File: config.mk
export PLATFORM = sky130hd
export DESIGN_NAME = ghrd_pio_bank
export DESIGN_NICKNAME = d
export VERILOG_FILES = /design/src/rtl/ghrd_pio_bank.sv
export SDC_FILE = /design/constraint.sdc
export NUM_CORES = 1
export LEC_CHECK = 0
export ABC_AREA = 1
export CORE_MARGIN = 8
export CORE_UTILIZATION = 30
export DETAILED_ROUTE_END_ITERATION = 8
export SYNTH_ARGS = -nofsm -noshare
export SYNTH_HDL_FRONTEND = slang
export SYNTH_SLANG_ARGS = --single-unit
File: constraint.sdc
create_clock -name clk_clk -period 3.6 [get_ports clk_clk]
set_input_delay 0.72 -clock clk_clk [delete_from_list [all_inputs] [get_ports clk_clk]]
set_output_delay 0.72 -clock clk_clk [all_outputs]
set_load 0.1 [all_outputs]
File: src/rtl/ghrd_pio_bank.sv
// ghrd_pio_bank: Avalon-MM PIO bank for the GHRD lightweight H2F bridge.
// Debounced board inputs with W1C edge capture and maskable level IRQ,
// plus an output register with atomic set/clear aliases.

// Per-channel 2-flop synchroniser followed by a stable-count debouncer.
module ghrd_pio_deb #(
  parameter int DEBOUNCE_CYCLES = 50000
) (
  input  logic clk,
  input  logic rst_n,
  input  logic pin,
  output logic deb
);
  localparam int CW = $clog2(DEBOUNCE_CYCLES + 1);
  localparam logic [CW-1:0] CNT_LAST = CW'(DEBOUNCE_CYCLES - 1);

  logic          meta, sync;
  logic [CW-1:0] cnt;

  // Synchronise the pin, then accept a new level only after it has differed
  // from deb for DEBOUNCE_CYCLES consecutive clocks.
  always_ff @(posedge clk or negedge rst_n) begin
    if (!rst_n) begin
      meta <= 1'b0;
      sync <= 1'b0;
      cnt  <= '0;
      deb  <= 1'b0;
    end else begin
      meta <= pin;
      sync <= meta;
      if (sync == deb) begin
        cnt <= '0;
      end else if (cnt == CNT_LAST) begin
        deb <= sync;
        cnt <= '0;
      end else begin
        cnt <= cnt + CW'(1);
      end
    end
  end
endmodule

module ghrd_pio_bank #(
  parameter int                 NUM_IN          = 4,
  parameter int                 NUM_OUT         = 4,
  parameter int                 DEBOUNCE_CYCLES = 50000,
  parameter logic [NUM_OUT-1:0] OUT_RESET       = '0
) (
  input  logic               clk_clk,
  input  logic               reset_reset_n,
  input  logic [2:0]         avs_address,
  input  logic               avs_read,
  input  logic               avs_write,
  input  logic [31:0]        avs_writedata,
  output logic [31:0]        avs_readdata,
  output logic               irq,
  input  logic [NUM_IN-1:0]  gpio_in,
  output logic [NUM_OUT-1:0] gpio_out
);
  localparam logic [2:0] A_DATA_IN  = 3'd0;
  localparam logic [2:0] A_DATA_OUT = 3'd1;
  localparam logic [2:0] A_OUT_SET  = 3'd2;
  localparam logic [2:0] A_OUT_CLR  = 3'd3;
  localparam logic [2:0] A_IRQ_MASK = 3'd4;
  localparam logic [2:0] A_EDGE_CAP = 3'd5;
  localparam logic [2:0] A_RISE_EN  = 3'd6;
  localparam logic [2:0] A_FALL_EN  = 3'd7;

  typedef struct packed {
    logic        rd;
    logic        wr;
    logic [2:0]  addr;
    logic [31:0] wdata;
  } avs_req_t;

  avs_req_t           req;
  logic [7:0]         wsel;
  logic [NUM_IN-1:0]  wd_in;
  logic [NUM_OUT-1:0] wd_out;
  logic               unused_wdata;

  logic [NUM_IN-1:0]  deb, deb_q;
  logic [NUM_IN-1:0]  irq_mask, edge_cap, rise_en, fall_en;
  logic [NUM_IN-1:0]  cap_nxt, w1c;
  logic [NUM_OUT-1:0] data_out;
  logic [31:0]        rd_mux;

  assign req    = '{rd: avs_read, wr: avs_write, addr: avs_address, wdata: avs_writedata};
  assign wsel   = req.wr ? (8'd1 << req.addr) : 8'd0;
  assign wd_in  = req.wdata[NUM_IN-1:0];
  assign wd_out = req.wdata[NUM_OUT-1:0];
  // Upper write-data bits beyond the channel count are simply dropped.
  assign unused_wdata = ^req.wdata;

  genvar gi;
  generate
    for (gi = 0; gi < NUM_IN; gi++) begin : g_lane
      ghrd_pio_deb #(.DEBOUNCE_CYCLES(DEBOUNCE_CYCLES)) u_deb (
        .clk   (clk_clk),
        .rst_n (reset_reset_n),
        .pin   (gpio_in[gi]),
        .deb   (deb[gi])
      );
    end
  endgenerate

  // Output register: direct write plus atomic set/clear aliases.
  always_ff @(posedge clk_clk or negedge reset_reset_n) begin
    if (!reset_reset_n) begin
      data_out <= OUT_RESET;
    end else if (wsel[A_DATA_OUT]) begin
      data_out <= wd_out;
    end else if (wsel[A_OUT_SET]) begin
      data_out <= data_out | wd_out;
    end else if (wsel[A_OUT_CLR]) begin
      data_out <= data_out & ~wd_out;
    end
  end

  assign gpio_out = data_out;

  // Plain RW control registers.
  always_ff @(posedge clk_clk or negedge reset_reset_n) begin
    if (!reset_reset_n) begin
      irq_mask <= '0;
      rise_en  <= '0;
      fall_en  <= '0;
    end else begin
      if (wsel[A_IRQ_MASK]) irq_mask <= wd_in;
      if (wsel[A_RISE_EN])  rise_en  <= wd_in;
      if (wsel[A_FALL_EN])  fall_en  <= wd_in;
    end
  end

  // Edge detect against last cycle's debounced level; a new edge beats a W1C.
  always_comb begin
    w1c     = wsel[A_EDGE_CAP] ? wd_in : '0;
    cap_nxt = (edge_cap & ~w1c)
            | (deb & ~deb_q & rise_en)
            | (~deb & deb_q & fall_en);
  end

  // Capture register and the registered level IRQ it drives.
  always_ff @(posedge clk_clk or negedge reset_reset_n) begin
    if (!reset_reset_n) begin
      deb_q    <= '0;
      edge_cap <= '0;
      irq      <= 1'b0;
    end else begin
      deb_q    <= deb;
      edge_cap <= cap_nxt;
      irq      <= |(edge_cap & irq_mask);
    end
  end

  // Read mux sees pre-write state, so a same-cycle write/read returns old data.
  always_comb begin
    rd_mux = '0;
    case (req.addr)
      A_DATA_IN:  rd_mux = 32'(deb);
      A_DATA_OUT: rd_mux = 32'(data_out);
      A_IRQ_MASK: rd_mux = 32'(irq_mask);
      A_EDGE_CAP: rd_mux = 32'(edge_cap);
      A_RISE_EN:  rd_mux = 32'(rise_en);
      A_FALL_EN:  rd_mux = 32'(fall_en);
      default:    rd_mux = '0;
    endcase
  end

  // One-cycle read latency; data holds between reads.
  always_ff @(posedge clk_clk or negedge reset_reset_n) begin
    if (!reset_reset_n) begin
      avs_readdata <= '0;
    end else if (req.rd) begin
      avs_readdata <= rd_mux;
    end
  end
endmodule
After elaboration in Yosys (flattened, before gate mapping)
Cells that the tools add are included.
{ "word_totals": {"latch_bits": 0, "wordCells": 81, "register_bits": 133, "rom_bits": 0, "ram_bits": 0, "n_memories": 0} }
{ "classes": {"n_mul": 0, "n_mux": 14, "bitwise_logic": 18, "addsub": 4, "n_lt_le_gt_ge": 0, "eq_ne": 13, "shift": 1, "n_reduce_logical": 7, "div": 0} }
{ "op_table": {"columns": ["operator", "n"], "rows": [
  ["2-to-1 mux 16 bit", 8],
  ["adder 16 x 1 -> 16 bit (second input constant)", 4],
  ["== test 16 bit (second input constant)", 4],
  ["AND 4 bit", 7],
  ["one-hot mux 4 bit (6 select lines)", 1],
  ["2-to-1 mux 4 bit", 4],
  ["NOT 4 bit", 4],
  ["== test 3 bit (second input constant)", 4],
  ["OR 4 bit", 3],
  ["2-to-1 mux 8 bit", 1],
  ["AND reduction 2 bit", 4],
  ["<< shifter 1 x 3 -> 8 bit (first input constant)", 1],
  ["== test 1 bit", 4],
  ["NOT 1 bit", 4],
  ["OR reduction 4 bit", 1],
  ["== test 3 x 1 -> 1 bit (second input constant)", 1],
  ["zero test 3 bit", 1],
  ["nonzero test 3 bit", 1]
]} }

Logic depth before layout (Yosys ltp)
{ "logic_depth": {"depth_word": 7, "mapped_depth": 9, "ltp_nobuf": 9} }

Cells and area by module
Synthesis repeated with hierarchy kept, for this count alone.
{ "unflattened": {"hier_cells": 688, "area_unflattened_um2": 5733.0} }
{ "by_module_without_submodules": {"columns": ["module", "area_each_um2", "seq_area_each_um2", "cells_per_inst", "instances"], "rows": [
  ["ghrd_pio_deb", 1029.7, 475.5, 122, 4],
  ["ghrd_pio_bank", 1614.0, 725.7, 200, 1]
]} }

Worst setup path before layout
OpenSTA, ideal clock, no wires.
{ "synth_timing": {"path_type": "reg2out", "startpoint": "reg (tool-made name)", "endpoint": "out gpio_out[0]", "required_ns": 2.880, "setup_slack_ns": 1.968, "t_arrival_ns": 0.912, "path_stages_with_launch": 1, "n_path_buf": 0, "cell_sequence": "dfrtp_1"} }
{ "synth_lines": {"columns": ["item", "line_no", "source"], "rows": [
  ["end, declared", "58", "output logic [NUM_OUT-1:0] gpio_out"]
]} }

==> run metrics <==
Synth area leader dfrtp_1; Initial Util 0.306; fmax 0.379 GHz; Hold Crit Class in2async; largest net degree at the start of global routing 66; DR vias 4,239; first-pass GRT wire length 20.0 mm; CP max-delay cell clkdlybuf4s50_1; grt total ovfl 0; H-tree depth 3; DR pass1 iterations 4; area of the multi-input gates 0.00243 sq mm; Wirelength per Cell 11.8 um; critical path's largest stage delay 1160 ps; gr busiest metal met2; number of cell rows 49; maximum VDD drop 0.000394 V; placed inst area 0.00587 sq mm; all-layer global routing usage 0.108; FILL cells 1,886; Post-CTS Setup Repair Bufs 0; Cells after Synth 702; pwr dens 469 mW/mm^2; Util after Layout 0.347; fin. max-slew vios 0; worst skew pair latency 360 ps; DRT iter0 DRCs 255; commonest non-fill, non-tap cell in the layout nand2_1; Port Buffers 23; flops & latches, synth 105; Post-DP HPWL 8.40 mm; Seq/Total Area, Yosys 0.480; Cells after DPL 950; CP Data Required Time 2880 ps; GR Util met3 0.0218; Die Area 0.0228 sq mm; final worst-path cycle share 0.732; layout cells sized above 1 0.0488; I/O pins 80; final hold vios 0; Routed Wire Length 11.4 mm; worst path arrival time 1920 ps; Root Buffer clkbuf_16; CTS tree built; crit-path cells clkdlybuf4s50_1; CP Depth 1; Reg area 0.00263 sq mm; Synth cell types 30; post-route insts no fill 966; number of global-route vias before repair 4,221; Synth top area share 0.480; Final GP Congestion 0.834; Ant. Diodes 0; # Max-Cap Violations 0; Area growth, synth to finish 13.7%; nets 779; post-CTS sizing 0; Reg with most FFs g_lane.u_deb.cnt; Setup TNS 0 ps; family with the most delay on the worst path buffers and inverters; Final Setup Violations 0; die span in x 151 um; P_leak 0.00287 uW; headroom to the max-slew limit 0.342; top post-synthesis cells by area dfrtp_1 (48%), nand2_1 (11%), nor2_1 (9.7%), nand3_1 (5.4%), inv_1 (4.7%); Period minus WS final 2640 ps; Setup CP Type reg2out; Core Area 0.0179 sq mm; Startpoint Class flop; post-route cell area 0.00622 sq mm; CP bufs+invs 1; depth of the worst register-to-register path 6; Synthesis Warnings 0; # DRC 0; Netlist Area Pre-Place 0.00547 sq mm; antenna violations before repair 0; CP Max Fanout 3; max reg flops 64; Die Ht 151 um; Num CTS Buffers 9; Clock Skew 11.0 ps; actual slew at the worst max-slew pin 984 ps; DRT antenna net count 0; status complete, no violations; Max Root-Sink Buffers 2; GRT met2 Usage 0.161; post-synthesis average cell area 7.79 sq um; CTS sink count 105; Via density 4.39; met1 usage 0.149; cts hold-fix bufs 0; RSZ-0062 raised after global routing false; most frequent cells in the layout nand2_1 (162), nor2_1 (141), dfrtp_1 (105), inv_1 (69), nand3_1 (59); CTS clk-pin slew, worst paths 70 ps; Setup crit end kind output port
==> synthesized netlist by cell type <==
master / n
xor2_2: 1
nand3b_1: 3
o221ai_1: 2
xnor2_1: 5
o21a_1: 1
inv_1: 69
nand3_1: 59
xor2_1: 24
nor2_4: 3
xnor2_2: 1
dfrtp_1: 105
nor3_4: 1
inv_2: 5
o21ai_0: 18
nand4_2: 1
a21oi_2: 1
nor2_2: 1
ha_1: 4
nand3_2: 1
nand2_1: 162
nor3b_1: 3
buf_2: 2
o21ai_1: 9
nand4_1: 14
nor2_1: 141
nor3_1: 20
conb_1: 1
nand2_2: 2
a21oi_1: 13
buf_4: 30
==> area by class of cell <==
class,count,area share
repair buffers,24,0.0394
inverters,74,0.0447
multi-input cells,518,0.391
clock buffers,13,0.0451
clock inverters,3,0.0111
well taps,229,0.0461
flip-flops and latches,105,0.423
==> stage by stage <==
step | worst slack (ps) | hold slack (ps) | total power [uW]
floorplan | 1970 | 331 | 1700
global placement | 1120 | 333 | 1800
detailed placement | 1110 | 337 | 1800
CTS | 952 | 354 | 2950
global route | 943 | 368 | 3040
finish | 963 | 331 | 2910
==> power breakdown <==
part / leakage [uW] / internal (uW) / total (uW) / switching [uW]
Sequential: 0.00141 / 1250 / 1300 / 52.8
Combinational: 0.00130 / 91.3 / 478 / 386
Clock: 0.000172 / 689 / 1140 / 449
Total: 0.00287 / 2030 / 2910 / 888
==> final timing paths <==
path	startpoint	to	slack (ps)
setup / recovery	flop	gpio_out[0]	960
hold / removal	reset_reset_n	g_lane[1].u_deb.cnt[11]	330
setup reg to reg	g_lane[2].u_deb.cnt[0]	g_lane[2].u_deb.cnt[8]	2030
hold reg to reg	g_lane[3].u_deb.meta	g_lane[3].u_deb.sync	350
max in group asynchronous	reset_reset_n	edge_cap[1]	2560
min in group clk_clk	g_lane[3].u_deb.meta	g_lane[3].u_deb.sync	350
==> per-layer routing <==
| layer | vias to the layer above | wire length (um) |
|---|---|---|
| met1 | 1930 | 5840 |
| li1 | 2229 | - |
| met5 | - | 0 |
| met4 | 0 | 233 |
| met3 | 18 | 487 |
| met2 | 62 | 4860 |
==> kinds of logic (layout without fill, tap and decap cells) <==
logic type / count (synthesis) / in the layout / synth area share
other cells: 1 / 28 / 0.000685
fa+ha+maj: 4 / 4 / 0.00915
buf+inv: 106 / 114 / 0.0938
xor+xnor: 31 / 31 / 0.0524
simple gates: 411 / 411 / 0.321
compound gates: 44 / 44 / 0.0428
flops: 105 / 105 / 0.480
(Power assumes the default switching activity.)
